==> src/rtl/trace_capture_buffer_if.sv <==
// trace_capture_buffer_if
// Read-side handshake of the trace capture buffer.
//   rd_valid  buffer holds at least one entry (driven by the buffer)
//   rd_pc     PC of the head entry, 0 while empty
//   rd_instr  instruction of the head entry, 0 while empty
//   rd_ready  consumer accepts the head entry this cycle
// The buffer uses the master modport; a consumer (bench, UART dumper)
// uses the slave modport.
interface trace_capture_buffer_if;
  logic        rd_valid;
  logic        rd_ready;
  logic [31:0] rd_pc;
  logic [31:0] rd_instr;

  modport master (output rd_valid, output rd_pc, output rd_instr, input rd_ready);
  modport slave  (input rd_valid, input rd_pc, input rd_instr, output rd_ready);
endinterface

==> src/rtl/trace_capture_buffer.sv <==
// trace_capture_buffer
// Records one {PC, instruction} pair per retired instruction of the
// single-cycle core into a first-word-fall-through FIFO. A capture session
// is started by arm (optionally waiting for a trigger PC) and ends on stop
// or when the core is seen spinning on the same instruction for
// HALT_CYCLES consecutive repeats.
// Ports:
//   clk                system clock, rising edge
//   reset              asynchronous, active-low reset
//   debug_pc           core PC for the current cycle
//   debug_instruction  core instruction for the current cycle
//   arm                pulse: flush and start a capture session
//   stop               pulse: end the capture session
//   trig_en            1 = wait for trig_pc before capturing (sampled on arm)
//   trig_pc            trigger PC
//   rd                 read port (valid/ready, head PC and instruction)
//   count              number of occupied entries
//   state              0 IDLE, 1 ARMED, 2 CAPTURE, 3 DONE
//   overflow           sticky: a sample was dropped on a full FIFO
//   halted             sticky: self-loop halt detected
module trace_capture_buffer #(
  parameter int DEPTH       = 16,
  parameter int HALT_CYCLES = 4
) (
  input  logic                         clk,
  input  logic                         reset,
  input  logic [31:0]                  debug_pc,
  input  logic [31:0]                  debug_instruction,
  input  logic                         arm,
  input  logic                         stop,
  input  logic                         trig_en,
  input  logic [31:0]                  trig_pc,
  trace_capture_buffer_if.master       rd,
  output logic [$clog2(DEPTH+1)-1:0]   count,
  output logic [1:0]                   state,
  output logic                         overflow,
  output logic                         halted
);

  localparam int PW = $clog2(DEPTH);
  localparam int CW = $clog2(DEPTH+1);
  localparam int RW = $clog2(HALT_CYCLES+1);

  typedef enum logic [1:0] {
    IDLE    = 2'd0,
    ARMED   = 2'd1,
    CAPTURE = 2'd2,
    DONE    = 2'd3
  } state_t;

  state_t          st;
  logic [63:0]     mem [DEPTH];
  logic [PW-1:0]   wr_ptr;
  logic [PW-1:0]   rd_ptr;
  logic [63:0]     prev;
  logic            prev_valid;
  logic [RW-1:0]   rep_cnt;

  logic [63:0]     sample;
  logic            trig_hit;
  logic            sampling;
  logic            repeat_hit;
  logic            halt_hit;
  logic            pop;
  logic            push_req;
  logic            push;
  logic            drop;

  assign sample = {debug_pc, debug_instruction};

  // A stop in ARMED wins over a coincident trigger match, so the matching
  // sample is only taken when the session actually moves to CAPTURE.
  assign trig_hit = (st == ARMED) && !stop && (debug_pc == trig_pc);

  // arm flushes the buffer, so nothing is sampled or popped in that cycle.
  assign sampling   = !arm && ((st == CAPTURE) || trig_hit);
  assign repeat_hit = sampling && prev_valid && (sample == prev);
  assign halt_hit   = repeat_hit && (rep_cnt == RW'(HALT_CYCLES - 1));
  assign pop        = rd.rd_valid && rd.rd_ready && !arm;
  assign push_req   = sampling && !repeat_hit;

  // A full FIFO still accepts a sample when the head leaves in the same cycle.
  assign push = push_req && ((count != CW'(DEPTH)) || pop);
  assign drop = push_req && !push;

  // FWFT head: combinational view of the oldest entry, forced to 0 when empty.
  assign rd.rd_valid = (count != '0);
  assign rd.rd_pc    = rd.rd_valid ? mem[rd_ptr][63:32] : 32'h0;
  assign rd.rd_instr = rd.rd_valid ? mem[rd_ptr][31:0]  : 32'h0;

  assign state = st;

  // Storage array carries no reset; occupancy is tracked by count/pointers.
  always_ff @(posedge clk) begin
    if (push) begin
      mem[wr_ptr] <= sample;
    end
  end

  // Session FSM, FIFO bookkeeping and halt detection.
  always_ff @(posedge clk or negedge reset) begin
    if (!reset) begin
      st         <= IDLE;
      count      <= '0;
      wr_ptr     <= '0;
      rd_ptr     <= '0;
      overflow   <= 1'b0;
      halted     <= 1'b0;
      rep_cnt    <= '0;
      prev_valid <= 1'b0;
      prev       <= '0;
    end else if (arm) begin
      st         <= trig_en ? ARMED : CAPTURE;
      count      <= '0;
      wr_ptr     <= '0;
      rd_ptr     <= '0;
      overflow   <= 1'b0;
      halted     <= 1'b0;
      rep_cnt    <= '0;
      prev_valid <= 1'b0;
    end else begin
      case (st)
        ARMED: begin
          if (stop) begin
            st <= DONE;
          end else if (trig_hit) begin
            st <= CAPTURE;
          end
        end
        CAPTURE: begin
          if (stop || halt_hit) begin
            st <= DONE;
          end
        end
        default: begin
        end
      endcase

      if (sampling) begin
        prev       <= sample;
        prev_valid <= 1'b1;
        rep_cnt    <= repeat_hit ? rep_cnt + 1'b1 : '0;
      end

      if (halt_hit) begin
        halted <= 1'b1;
      end
      if (drop) begin
        overflow <= 1'b1;
      end

      if (push) begin
        wr_ptr <= wr_ptr + 1'b1;
      end
      if (pop) begin
        rd_ptr <= rd_ptr + 1'b1;
      end

      if (push && !pop) begin
        count <= count + 1'b1;
      end else if (pop && !push) begin
        count <= count - 1'b1;
      end
    end
  end

endmodule

==> src/flat_wrapper.sv <==
// flat-port wrapper written by rule: the top's interface ports become plain ports
module trace_capture_buffer_flat 
#(
  parameter int DEPTH       = 16,
  parameter int HALT_CYCLES = 4
)
  (clk, reset, debug_pc, debug_instruction, arm, stop, trig_en, trig_pc, count, state, overflow, halted, rd_rd_valid, rd_rd_pc, rd_rd_instr, rd_rd_ready);
  trace_capture_buffer_if rd_i ();
  input  logic clk;
  input  logic reset;
  input  logic [31:0] debug_pc;
  input  logic [31:0] debug_instruction;
  input  logic arm;
  input  logic stop;
  input  logic trig_en;
  input  logic [31:0] trig_pc;
  output logic [$clog2(DEPTH+1)-1:0] count;
  output logic [1:0] state;
  output logic overflow;
  output logic halted;
  output wire logic [$bits(rd_i.rd_valid)-1:0] rd_rd_valid;
  output wire logic [$bits(rd_i.rd_pc)-1:0] rd_rd_pc;
  output wire logic [$bits(rd_i.rd_instr)-1:0] rd_rd_instr;
  input wire logic [$bits(rd_i.rd_ready)-1:0] rd_rd_ready;
  assign rd_rd_valid = rd_i.rd_valid;
  assign rd_rd_pc = rd_i.rd_pc;
  assign rd_rd_instr = rd_i.rd_instr;
  assign rd_i.rd_ready = rd_rd_ready;
  trace_capture_buffer #(.DEPTH(DEPTH), .HALT_CYCLES(HALT_CYCLES)) u_core (.clk(clk), .reset(reset), .debug_pc(debug_pc), .debug_instruction(debug_instruction), .arm(arm), .stop(stop), .trig_en(trig_en), .trig_pc(trig_pc), .rd(rd_i), .count(count), .state(state), .overflow(overflow), .halted(halted));
endmodule
==> config.mk <==
export PLATFORM = sky130hd
export DESIGN_NAME = trace_capture_buffer_flat
export DESIGN_NICKNAME = d
export VERILOG_FILES = /design/src/rtl/trace_capture_buffer_if.sv /design/src/rtl/trace_capture_buffer.sv /design/src/flat_wrapper.sv
export SDC_FILE = /design/constraint.sdc
export NUM_CORES = 1
export LEC_CHECK = 0
export CAP_MARGIN = 0
export CORE_UTILIZATION = 38
export CTS_CLUSTER_DIAMETER = 40
export DETAILED_ROUTE_END_ITERATION = 16
export GPL_TIMING_DRIVEN = 0
export PLACE_DENSITY_LB_ADDON = 0.05
export SYNTH_ARGS = -nofsm -noshare
export SYNTH_HDL_FRONTEND = slang
export SYNTH_SLANG_ARGS = --single-unit
==> constraint.sdc <==
create_clock -name clk -period 5.42 [get_ports clk]
set_clock_uncertainty 0.05 [all_clocks]
set_input_delay 0.542 -clock clk [delete_from_list [all_inputs] [get_ports clk]]
set_output_delay 0.542 -clock clk [all_outputs]
set_load 0.01 [all_outputs]
==> Yosys cells after proc, flatten, opt, wreduce, memory -nomap -nowiden <==
Memory sizes are Yosys's and may differ from the RTL's.
Cells that the tools add are included.
{ "totals": {"ff_bits": 85, "mem_bits_rw": 1024, "input_bits": 102, "output_inout_bits": 74, "wordCells": 81, "memories": 1} }
{ "memory_table": {"columns": ["name", "depth", "word_bits", "read_ports", "rd_ports_with_merged_regs", "wr", "line", "text"], "rows": [
  ["u_core.mem", 16, 64, 1, 0, 1, "trace_capture_buffer.sv:52", "logic [63:0] mem [DEPTH];"]
]} }
{ "classes": {"n_addsub": 5, "n_eq_ne": 8, "mux": 26, "bitwise": 1, "n_reduce_logical": 31} }
{ "ops": {"columns": ["op", "count"], "rows": [
  ["equality test 64 bit", 1],
  ["2-to-1 mux 32 bit", 2],
  ["equality test 32 bit", 1],
  ["2-to-1 mux 4 bit", 4],
  ["2-to-1 mux 5 bit", 3],
  ["logical AND 1 bit", 13],
  ["2-to-1 mux 2 bit", 5],
  ["nonzero test 2 bit", 5],
  ["2-to-1 mux 3 bit", 3],
  ["adder 4 x 1 -> 4 bit, second input constant", 2],
  ["2-to-1 mux 1 bit", 8],
  ["nonzero test 3 bit", 2],
  ["adder 5 x 1 -> 5 bit, second input constant", 1],
  ["zero test 1 bit", 5],
  ["!= test 5 bit, second input constant", 1],
  ["nonzero test 5 bit", 1],
  ["subtractor 5 x 1 -> 5 bit, second input constant", 1],
  ["!= test 4 x 3 -> 1 bit, second input constant", 1],
  ["case mux 2 bit (2 select lines)", 1],
  ["adder 3 x 1 -> 3 bit, second input constant", 1],
  ["equality test 3 x 2 -> 1 bit, second input constant", 1],
  ["logical OR 1 bit", 3],
  ["!= test 3 bit, second input constant", 1],
  ["AND reduction 3 bit", 1],
  ["4 further kinds", 4]
]} }

==> Depth between registers and ports, before layout <==
{ "logic_depth": {"word_depth": 15, "mapped_depth": 14, "mapped_depth_nobuf": 14} }

==> Worst setup path after synthesis <==
No wires, ideal clock.
{ "synth_timing": {"path_kind": "input to register", "start": "input trig_pc[13]", "end": "memory u_core.mem[4][0], enable pin", "setup_ps": 429, "t_arrival_ps": 3867, "t_required_ps": 4941, "slack_ps": 1074, "path_stages": 8, "n_path_buf": 0, "path_cell_list": "xor2_1 nor4_1 nand3_1 o41ai_4 o21ai_2 nand2b_1 nor3b_1 and2_1"} }
{ "synth_via": {"elab_chain_cells": 11} }
{ "synth_rtl": {"columns": ["element", "line", "text"], "rows": [
  ["start: declaration", "flat_wrapper.sv:16", "input logic [31:0] trig_pc;"],
  ["equality test 32 bit (*)", "trace_capture_buffer.sv:73", "assign trig_hit = (st == ARMED) && !stop && (debug_pc == trig_pc);"],
  ["logical AND 1 bit (*)", "trace_capture_buffer.sv:73", null],
  ["logical OR 1 bit (*)", "trace_capture_buffer.sv:76", "assign sampling = !arm && ((st == CAPTURE) || trig_hit);"],
  ["logical AND 1 bit (*)", "trace_capture_buffer.sv:76", null],
  ["logical AND 1 bit (2 in a row)", "trace_capture_buffer.sv:77", "assign repeat_hit = sampling && prev_valid && (sample == prev);"],
  ["zero test 1 bit", "trace_capture_buffer.sv:80", "assign push_req = sampling && !repeat_hit;"],
  ["logical AND 1 bit (*)", "trace_capture_buffer.sv:80", null],
  ["logical AND 1 bit (*)", "trace_capture_buffer.sv:83", "assign push = push_req && ((count != CW'(DEPTH)) || pop);"],
  ["2-to-1 mux 1 bit (*)", "trace_capture_buffer.sv:95", "if (push) begin"],
  ["2-to-1 mux 1 bit (not written as such) (*)", "trace_capture_buffer.sv:96", "mem[wr_ptr] <= sample;"],
  ["end: declaration", "trace_capture_buffer.sv:52", null]
]} }
Mark *: on every way between the ends. The rest lies on a longest branch, timed or not.

==> Worst setup path after layout <==
{ "layout_timing": {"start": "register u_core.rd_ptr[0]", "end": "output rd_rd_pc[19]"} }
{ "layout_via": {"elab_chain_cells": 2} }
{ "layout_rtl": {"columns": ["element", "line", "text"], "rows": [
  ["start: declaration", "trace_capture_buffer.sv:54", "logic [PW-1:0] rd_ptr;"],
  ["start signal: assignment", "trace_capture_buffer.sv:156", "rd_ptr <= rd_ptr + 1'b1;"],
  ["memory (16 x 64 bit)", null, null],
  ["2-to-1 mux 32 bit", "trace_capture_buffer.sv:88", "assign rd.rd_pc = rd.rd_valid ? mem[rd_ptr][63:32] : 32'h0;"],
  ["end: declaration", "flat_wrapper.sv:22", "output wire logic [$bits(rd_i.rd_pc)-1:0] rd_rd_pc;"]
]} }
Every way passes these cells.

==> impl_metrics.py <==
metrics = {
    "clock_network": {
        "clkLatencyLatePin_ns": 0.74,
        "cts_root_buf": "clkbuf_16",
        "clock_path_buffers": 3,
        "cts_tree": "yes",
        "htreeDepth": 4,
        "cts_num_sinks": 1109,
        "cts_buffers": 159,
        "path_clk_slew_ns": 0.05,
    },
    "drt": {
        "ant_nets": 0,
        "drc": 0,
        "drt_iter0_drc": 1724,
        "vias_per_cell": 5.36,
        "wire_per_inst_um": 29.2,
        "vias": 21000,
        "dr.pass1.iters": 5,
        "wirelength_mm": 114,
    },
    "synth": {
        "synth_most_common_cell": "edfxtp_1",
        "synth-main-ff-cell": "edfxtp_1",
        "avgSynthCellArea_um2": 22.5,
        "yosysSeqAreaShare": 0.756,
        "synthTopCellsByCount": "edfxtp_1, mux4_2, dfrtp_1",
        "yosysTopAreaCell": "edfxtp_1",
        "synth_top_cell_area_share": 0.707,
        "ys_top_cells_by_area": "edfxtp_1, mux4_2, dfrtp_1, mux2_2, xor2_1",
        "syn_nets": 2045,
        "synth_async_sr_flop_share": 0.0766,
        "synth_edf_count": 1024,
        "ys_ff_latch": 1109,
        "synthCells": 1931,
        "ys_types": 42,
        "yosys_warnings": 0,
        "netlist_area_mm2": 0.0435,
    },
    "power_and_ir_drop": {
        "peakVddDrop_mv": 0.310,
        "p_leak_uw": 0.0169,
        "pwr_density_cell_mw_per_mm2": 477,
        "p_total_uw": 25400,
    },
    "grt": {
        "grt_pass1_vias": 22600,
        "grtUsageTotal": 0.202,
        "grt_max_degree": 68,
        "grt_overflow_total": 0,
        "grt_first_pass_wirelength_mm": 165,
        "antenna_found_initial": 1,
    },
    "floorplanning": {
        "ios": 176,
        "rows": 123,
        "die_w_um": 340,
        "dieArea_mm2": 0.116,
        "core_mm2": 0.113,
        "initial_utilization": 0.385,
        "die_h_um": 340,
    },
    "critical_path": {
        "worstPathArrival_ns": 4.55,
        "worstSetupPathType": "flip-flop to output pin",
        "cp.required_ns": 4.83,
        "critical_path.endpoint_type": "output pin",
        "startpoint_type": "flip-flop",
        "cp_max_fo": 10,
    },
    "timing": {
        "rsz0062_at_grt": "false",
        "worst_pin_slew_ns": 1.30,
        "timing.fmax_mhz": 195,
        "finalCritPeriodShare": 0.948,
        "hold_violations": 0,
        "setup_violations": 0,
        "setup_tns_ns": 0,
        "layout_min_cycle_time_ns": 5.14,
        "slew_viol_final": 0,
        "maxSlewHeadroom": 0.133,
    },
    "run_status": {
        "status": "finished, final reports clean",
    },
    "placement": {
        "dp.cells": 3622,
        "port_buffers": 174,
        "dpl.hpwl_mm": 69.3,
        "gp_congestion": 0.765,
    },
    "cells_and_area": {
        "nNetsFinal": 2400,
        "layout.cells.non_filler": 3916,
        "area_delta_synth_final_pct": 22.3,
        "post_route_cells_drive_above_1_share": 0.291,
        "insertedDiodeCount": 0,
    },
    "min_path": {
        "worstHoldPathType": "input port to async pin",
    },
    "flow_run": {
        "drv_cap": 0,
    },
}
-- worst max-delay path: stages (launching register included) --
cell	delay [ns]
dfrtp_1	0.34
clkbuf_1	0.48
clkbuf_2	0.59
clkdlybuf4s15_2	0.60
mux4_2	0.60
mux4_2	0.49
and2_1	0.21
clkdlybuf4s50_1	0.49
-- cell type report --
cell class                 count  area, um^2
multi-input combinational    713       10300
clock buffer                 180        4150
sequential                  1109       32900
fill                        9398       59800
timing repair buffer         194        2260
buffer                        92         502
inverter                      17        63.8
clock inverter               111        1200
tap                         1500        1880
-- cells in the final DEF (no fill, tap or decap), drive strengths merged, types with 19 or more instances in the layout --
cell type,instances
dfrtp,85
mux2,59
and2,74
inv,30
mux4,320
nor2,20
clkinv,60
clkdlybuf4s15,19
clkdlybuf4s50,166
edfxtp,1024
clkbuf,246
buf,27
xor2,56
bufinv,21
xnor2,35
-- final timing paths --
check                                 start  depth (start not counted)               to  slack (ns)
hold reg to reg             u_core.prev[57]                          1  u_core.prev[57]        0.47
setup reg to reg            u_core.prev[18]                         14  u_core.count[4]        1.07
max in group asynchronous             reset                          3  u_core.prev[24]        4.41
hold / removal                        reset                          2  u_core.state[0]        0.22
min in group clk                        arm                          3  u_core.state[0]        0.32
setup / recovery           u_core.rd_ptr[0]                          7     rd_rd_pc[19]        0.28
-- per-stage QoR --
| step | setup slack, ns | utilization | area (um^2) | hold slack [ns] |
|---|---|---|---|---|
| finish | 0.281 | 0.471 | 53200 | 0.221 |
| global route | 0.0760 | 0.471 | 53200 | 0.219 |
| CTS | 0.00545 | 0.471 | 53100 | 0.187 |
| detailed placement | -0.718 | 0.422 | 47600 | 0.436 |
| global placement | -3.08 | 0.417 | 47100 | 0.437 |
| floorplan | 1.07 | - | 43500 | 0.196 |
-- layer usage --
metal / up-vias / track usage / wire length, um
li1: 8813 / - / -
met1: 11500 / 0.289 / 52600
met2: 522 / 0.321 / 54700
met3: 152 / 0.0349 / 4940
met4: 2 / 0.0491 / 2040
met5: - / 0 / 9
-- power breakdown --
| part | internal, uW | leakage [uW] | total, uW | switching, uW |
|---|---|---|---|---|
| clock | 6520 | 0.00258 | 10300 | 3810 |
| sequential | 9580 | 0.0103 | 9710 | 130 |
| combinational | 2730 | 0.00402 | 5310 | 2580 |
| total | 18800 | 0.0169 | 25400 | 6520 |
-- kinds of logic after synthesis --
| family | share of synthesized area |
|---|---|
| AND/OR/NAND/NOR | 0.0250 |
| XOR/XNOR | 0.0183 |
| adder cells (fa/ha/maj) | 0.00362 |
| flip-flops | 0.756 |
| AO/OA/AOI/OAI | 0.00621 |
| buffers and inverters | 0.00943 |
| multiplexers | 0.182 |
-- state kept, by name, summed over array words and instances (netlist names) --
name,flops
u_core.count,5
u_core.rep_cnt,3
u_core.rd_ptr,4
u_core.wr_ptr,4
u_core.mem,1024
u_core.halted,1
u_core.prev_valid,1
u_core.prev,64
u_core.overflow,1
u_core.state,2
-- repair_timing --
action                                  in CTS  in global routing
endpoints found under the setup margin      64                276
hold buffers                                 1                  0
pin swaps                                    0                  1
resized for setup                           43                 14
buffers inserted                             0                  2
endpoints found under the hold margin       18                  0
Note: power is estimated with default switching activity, not from simulation.
